`config.mk`:
```
export PLATFORM = sky130hd
export DESIGN_NAME = twos_to_signmag_serial_flat
export DESIGN_NICKNAME = d
export VERILOG_FILES = /design/src/rtl/twos_to_signmag_serial_if.sv /design/src/rtl/twos_to_signmag_serial.sv /design/src/flat_wrapper.sv
export SDC_FILE = /design/constraint.sdc
export NUM_CORES = 1
export LEC_CHECK = 0
export BUFFER_PORTS_ARGS = -buffer_cell sky130_fd_sc_hd__buf_2
export CAP_MARGIN = 20
export CORE_MARGIN = 8
export CORE_UTILIZATION = 50
export CTS_CLUSTER_DIAMETER = 30
export DETAILED_ROUTE_END_ITERATION = 7
export GPL_TIMING_DRIVEN = 0
export PLACE_DENSITY_LB_ADDON = 0.08
export SKIP_CTS_REPAIR_TIMING = 1
export SLEW_MARGIN = 20
export SYNTH_ARGS = -nofsm -noshare
export SYNTH_HDL_FRONTEND = slang
export SYNTH_SLANG_ARGS = --single-unit
```
`constraint.sdc`:
```
create_clock -name clk -period 1.65 [get_ports clk]
set_input_delay 0.165 -clock clk [delete_from_list [all_inputs] [get_ports clk]]
set_output_delay 0.165 -clock clk [all_outputs]
set_load 0.01 [all_outputs]
```
`src/rtl/twos_to_signmag_serial_if.sv`:
```
// Handshake bundle for the serial two's complement -> sign/magnitude decoder.
// The master drives operands and accepts results; the slave is the decoder.
interface twos_to_signmag_serial_if #(
   parameter int WIDTH = 4
);
   logic             in_valid;
   logic             in_ready;
   logic [WIDTH-1:0] in_data;
   logic             out_valid;
   logic             out_ready;
   logic             out_sign;
   logic [WIDTH-1:0] out_mag;
   logic             out_minneg;

   modport master (
      output in_valid, in_data, out_ready,
      input  in_ready, out_valid, out_sign, out_mag, out_minneg
   );

   modport slave (
      input  in_valid, in_data, out_ready,
      output in_ready, out_valid, out_sign, out_mag, out_minneg
   );
endinterface

```
`src/rtl/twos_to_signmag_serial.sv`:
```
// Bit-serial LSB-first two's complement to sign/magnitude decoder.
// Negative words use copy-through-first-one-then-invert; one bit per cycle.
module twos_to_signmag_serial #(
   parameter int WIDTH = 4
) (
   input  logic                          clk,
   input  logic                          rst_n,
   twos_to_signmag_serial_if.slave       io
);
   localparam int               CW         = $clog2(WIDTH);
   localparam logic [CW-1:0]    LAST       = CW'(WIDTH - 1);
   localparam logic [WIDTH-1:0] MINNEG_MAG = {1'b1, {(WIDTH-1){1'b0}}};

   typedef enum logic [1:0] {IDLE, SHIFT, DONE} state_t;

   state_t           state_q, state_d;
   logic [WIDTH-1:0] shreg_q, shreg_d;
   logic [WIDTH-1:0] res_q, res_d;
   logic [CW-1:0]    cnt_q, cnt_d;
   logic             seen_q, seen_d;
   logic             sign_q, sign_d;
   logic             osign_q, osign_d;
   logic [WIDTH-1:0] omag_q, omag_d;
   logic             ominneg_q, ominneg_d;
   logic             rbit;

   always_ff @(posedge clk or negedge rst_n) begin
      if (!rst_n) begin
         state_q   <= IDLE;
         shreg_q   <= '0;
         res_q     <= '0;
         cnt_q     <= '0;
         seen_q    <= 1'b0;
         sign_q    <= 1'b0;
         osign_q   <= 1'b0;
         omag_q    <= '0;
         ominneg_q <= 1'b0;
      end else begin
         state_q   <= state_d;
         shreg_q   <= shreg_d;
         res_q     <= res_d;
         cnt_q     <= cnt_d;
         seen_q    <= seen_d;
         sign_q    <= sign_d;
         osign_q   <= osign_d;
         omag_q    <= omag_d;
         ominneg_q <= ominneg_d;
      end
   end

   always_comb begin
      state_d   = state_q;
      shreg_d   = shreg_q;
      res_d     = res_q;
      cnt_d     = cnt_q;
      seen_d    = seen_q;
      sign_d    = sign_q;
      osign_d   = osign_q;
      omag_d    = omag_q;
      ominneg_d = ominneg_q;
      rbit      = shreg_q[0];
      case (state_q)
         IDLE: begin
            if (io.in_valid) begin
               shreg_d = io.in_data;
               sign_d  = io.in_data[WIDTH-1];
               cnt_d   = '0;
               seen_d  = 1'b0;
               res_d   = '0;
               state_d = SHIFT;
            end
         end
         SHIFT: begin
            // After the first 1 of a negative word every later bit flips.
            rbit = (sign_q & seen_q) ? ~shreg_q[0] : shreg_q[0];
            if (sign_q && !seen_q) seen_d = shreg_q[0];
            res_d   = {rbit, res_q[WIDTH-1:1]};
            shreg_d = shreg_q >> 1;
            cnt_d   = cnt_q + CW'(1);
            if (cnt_q == LAST) begin
               state_d   = DONE;
               osign_d   = sign_q;
               omag_d    = res_d;
               ominneg_d = sign_q & (res_d == MINNEG_MAG);
            end
         end
         DONE: begin
            if (io.out_ready) state_d = IDLE;
         end
         default: state_d = IDLE;
      endcase
   end

   // Handshake flags come straight from the state register, never from inputs.
   assign io.in_ready   = (state_q == IDLE);
   assign io.out_valid  = (state_q == DONE);
   assign io.out_sign   = osign_q;
   assign io.out_mag    = omag_q;
   assign io.out_minneg = ominneg_q;
endmodule

```
`src/flat_wrapper.sv`:
```
// flat-port wrapper written by rule: the top's interface ports become plain ports
module twos_to_signmag_serial_flat 
#(
   parameter int WIDTH = 4
)
  (clk, rst_n, io_in_valid, io_in_data, io_out_ready, io_in_ready, io_out_valid, io_out_sign, io_out_mag, io_out_minneg);
  twos_to_signmag_serial_if #(.WIDTH(WIDTH)) io_i ();
  input  logic clk;
  input  logic rst_n;
  input wire logic [$bits(io_i.in_valid)-1:0] io_in_valid;
  input wire logic [$bits(io_i.in_data)-1:0] io_in_data;
  input wire logic [$bits(io_i.out_ready)-1:0] io_out_ready;
  output wire logic [$bits(io_i.in_ready)-1:0] io_in_ready;
  output wire logic [$bits(io_i.out_valid)-1:0] io_out_valid;
  output wire logic [$bits(io_i.out_sign)-1:0] io_out_sign;
  output wire logic [$bits(io_i.out_mag)-1:0] io_out_mag;
  output wire logic [$bits(io_i.out_minneg)-1:0] io_out_minneg;
  assign io_i.in_valid = io_in_valid;
  assign io_i.in_data = io_in_data;
  assign io_i.out_ready = io_out_ready;
  assign io_in_ready = io_i.in_ready;
  assign io_out_valid = io_i.out_valid;
  assign io_out_sign = io_i.out_sign;
  assign io_out_mag = io_i.out_mag;
  assign io_out_minneg = io_i.out_minneg;
  twos_to_signmag_serial #(.WIDTH(WIDTH)) u_core (.clk(clk), .rst_n(rst_n), .io(io_i));
endmodule
```
Yosys cells after proc, flatten, opt, wreduce, memory -nomap -nowiden
Index checks and enable logic that the tools add are counted.
{"block": "word_totals", "ff_bits": 20, "word_cells": 44, "output_inout_bits": 8, "input_bits": 8}
{"block": "classes", "muxes": 14, "n_eq_ne": 8, "reduce_logical": 9, "n_addsub": 1, "n_bitwise": 3}
{"op": "$pmux W4 S2", "count": 2}
{"op": "$mux W2", "count": 4}
{"op": "$mux W4", "count": 2}
{"op": "$pmux W2 S3", "count": 1}
{"op": "$reduce_and A2 Y1", "count": 3}
{"op": "$reduce_and A3 Y1", "count": 2}
{"op": "$eq A2 B2 Y1 const B", "count": 2}
{"op": "$eq A4 B4 Y1 const B", "count": 1}
{"op": "$ne A2 B1 Y1 const B", "count": 2}
{"op": "$ne A2 B2 Y1 const B", "count": 2}
{"op": "$pmux W2 S2", "count": 1}
{"op": "$mux W1", "count": 3}
{"op": "$add A2 B1 Y2 const B", "count": 1}
{"op": "$and A1 B1 Y1", "count": 2}
{"op": "$eq A2 B1 Y1 const B", "count": 1}
{"op": "$logic_not A2 Y1", "count": 1}
{"op": "$pmux W1 S2", "count": 1}
{"op": "$reduce_bool A2 Y1", "count": 1}
{"op": "$logic_and A1 B1 Y1", "count": 1}
{"op": "$logic_not A1 Y1", "count": 1}
{"op": "$not A1 Y1", "count": 1}

Logic depth before layout (Yosys ltp)
{"block": "depth", "word_depth": 4, "mapped_depth": 4, "depth_no_buf": 4}

Least setup slack after synthesis
No wires, ideal clock.
{"block": "synth_timing", "path_kind": "register -> register", "start": "register u_core.cnt_q[0]", "end": "register u_core.omag_q[0] (netlist: u_core.io.out_mag[0])", "required_ns": 1.525, "path_buffers": 0, "arrival_ns": 1.058, "setup_time_ns": 0.125, "synth_period_minus_slack_ns": 1.182, "stages_incl_launch_ff": 4, "slack_ns": 0.468, "cell_sequence": "dfrtp_1 -> ha_1 -> nand3b_4 -> mux2_2"}
{"block": "synth_between", "elab_chain_cells": 2}
{"element": "from (decl)", "line_no": "twos_to_signmag_serial.sv:19", "source": "logic [CW-1:0] cnt_q, cnt_d;"}
{"element": "from (signal assigned)", "line_no": "twos_to_signmag_serial.sv:42", "source": "cnt_q <= cnt_d;"}
{"element": "$eq A2 B2 Y1", "line_no": "twos_to_signmag_serial.sv:80", "source": "if (cnt_q == LAST) begin"}
{"element": "$reduce_and A2 Y1 (no source line)"}
{"element": "to (signal assigned)", "line_no": "twos_to_signmag_serial.sv:46", "source": "omag_q <= omag_d;"}
{"element": "to (decl)", "line_no": "twos_to_signmag_serial.sv:23", "source": "logic [WIDTH-1:0] omag_q, omag_d;"}
No other way between the ends.
A chain may end at the register's enable or synchronous reset.

Worst setup path after layout
{"block": "layout_timing", "start": "register u_core.state_q[0]", "end": "output port io_out_valid"}
{"block": "layout_between", "elab_chain_cells": 1}
{"element": "from (decl)", "line_no": "twos_to_signmag_serial.sv:16", "source": "state_t state_q, state_d;"}
{"element": "from (signal assigned)", "line_no": "twos_to_signmag_serial.sv:39", "source": "state_q <= state_d;"}
{"element": "$eq A2 B2 Y1", "line_no": "twos_to_signmag_serial.sv:96", "source": "assign io.out_valid = (state_q == DONE);"}
{"element": "to (decl)", "line_no": "flat_wrapper.sv:14", "source": "output wire logic [$bits(io_i.out_valid)-1:0] io_out_valid;"}
No other way between the ends.

==> flow_summary.ini <==
[yosys]
synth_seq_area_share_pct = 57.2
synth_warnings = 0
syn_nets = 81
ys_ff_latch = 19
synth_cell_types = 21
syn-instance-count = 72
syn_area_per_cell_um2 = 11.5
synthesis.area_um2 = 831

[clocking]
clock_sinks = 19
clockBufferDepth = 2
htree_levels = 1
clock-root-buffer = clkbuf_4
path_clk_slew_ps = 110
numCtsBuffers = 3
cts_tree = built
insertion_delay_ps = 290

[floorplan]
row_count = 14
die_w_um = 56.8
core_area_um2 = 1540
die_h_um = 56.8
start_util_pct = 53.9
ios = 16
dieArea_um2 = 3220

[pwr]
ir_worst_vdd_uv = 774
powerDensity_nw_per_um2 = 1770
power.leakage_uw = 0.000477
report.power.total_uw = 1710

[setup_path]
worstSetupStartpointType = flop
cp.required_ps = 1480
path_class = reg -> out
rr_worst_depth = 3
end_kind = output port
critPathArrivalTime_ps = 1210
crit_fanout = 10

[routing]
routed_via_density = 5.52
drcViolationCount = 0
wl_um = 1640
first_pass_iters = 4
post_drt_wl_per_cell_um = 15.2
vias = 596
drt_iter0_markers = 9
antenna_left = 0

[global_routing]
grt_pass1_wl_um = 2960
grt_overflow = 0
antenna_found_initial = 0
grt_start_max_net_pins = 20
grt_use_total_pct = 11.0
grt_pass1_vias = 641

[timing]
rsz0062_at_grt = false
clock_skew_ps = 1.95
fin_crit_ps = 1370
period_share_pct = 83.2
worstMarginPinSlew_ps = 457
setup_viol = 0
fin_tns_setup_ps = 0
slew_viol_final = 0
slew_headroom_pct = 69.5
hold_viol_final = 0
worst_slack_ps = 278
fmax_mhz = 729

[final_layout]
synthToLayoutAreaGrowth_pct = 16.0
drive_gt1_share_pct = 31.5
post-route-cell-area_um2 = 963
final_common_cell = dfrtp_1
finalNetCount = 102
antennaDiodeCount = 0
final_cell_mix = 19 x dfrtp_1, 17 x buf_2, 7 x nand2_1, 7 x o21ai_0
finish.utilization_pct = 62.5

[placed_design]
gp_congestion = 0.772
place_area_um2 = 926
dp_slack_ps = 386
hpwl_um = 1210
io_buffers = 15

[status]
status = complete, no violations

[run]
max_cap_viol_count = 0

[min_path]
hold_depth = 2
hp-class = in -> reg
-- registers in the layout (all words and copies together) (netlist names) --
register	flops
u_core.cnt_q	2
u_core.io.out_minneg	1
u_core.io.out_mag	4
u_core.sign_q	1
u_core.shreg_q	4
u_core.seen_q	1
u_core.state_q	2
u_core.io.out_sign	1
u_core.res_q	3
-- path summary, 6_finish.rpt --
path | startpoint | end | slack [ps]
min reg2reg | u_core.io.out_mag[3] | u_core.io.out_mag[3] | 490
min | io_out_ready | u_core.state_q[1] | 30
min in group asynchronous | rst_n | u_core.io.out_mag[2] | 320
max | u_core.state_q[0] | io_out_valid | 280
max reg2reg | u_core.cnt_q[0] | u_core.io.out_sign | 380
max in group asynchronous | rst_n | u_core.shreg_q[3] | 1040
-- cell families (layout without fill, tap and decap cells) --
family	after synthesis	in the layout	synth area share [%]
compound gates	23	23	17.9
mux	5	5	6.78
xor+xnor	1	1	1.05
flops	19	19	57.2
simple gates	20	20	13.9
fa+ha+maj	1	1	1.51
buf+inv	3	23	1.66
-- stage by stage --
| stage | cells | hold slack (ps) |
|---|---|---|
| after floorplan | 72 | -131 |
| after global placement | 103 | 122 |
| after detailed placement | 103 | 123 |
| after CTS | 107 | -200 |
| after global routing | 108 | 52.4 |
| final | 108 | 32.9 |
-- cell usage after synthesis --
cell / number / area share, %
a22oi_1: 3 / 2.7
mux2_2: 5 / 6.8
o21ai_0: 7 / 4.2
a21oi_1: 6 / 3.6
buf_2: 2 / 1.2
nor2b_1: 6 / 4.5
or4b_1: 1 / 1.2
nand2_1: 7 / 3.2
o31ai_2: 1 / 1.5
nand2b_1: 1 / 0.75
nor2_1: 4 / 1.8
o31ai_1: 1 / 0.90
nand3b_4: 1 / 2.4
a22o_1: 2 / 2.1
dfrtp_1: 19 / 57
xor2_1: 1 / 1.1
a31oi_1: 1 / 0.75
ha_1: 1 / 1.5
a22o_2: 1 / 1.2
inv_1: 1 / 0.45
o21bai_1: 1 / 0.90
-- critical path, cell delays in order (launching register included) --
cell     delay (ps)
dfrtp_1         460
buf_2           210
nor2_1          120
buf_2           140
-- where the power goes --
part           total [uW]  switching (uW)  internal, uW
Sequential            794             141           653
Clock                 232             142          90.0
Combinational         683             365           318
-- layout make-up --
type	instances	area, um^2
Buffer	2	10.0
Clock buffer	3	22.5
Clock inverter	1	5.00
Fill cell	140	578
Inverter	1	3.75
Multi-Input combinational cell	50	342
Sequential cell	19	475
Tap cell	16	20.0
Timing Repair Buffer	16	85.1
-- routing by layer --
| metal | vias to the layer above | global-route usage, % | wire [um] |
|---|---|---|---|
| met5 | - | 0 | 0 |
| met4 | 0 | 3.02 | 10 |
| met3 | 2 | 3.82 | 64 |
| met2 | 12 | 17.2 | 788 |
| met1 | 286 | 14.0 | 775 |
| li1 | 296 | - | - |
Note: power is estimated with default switching activity, not from simulation.
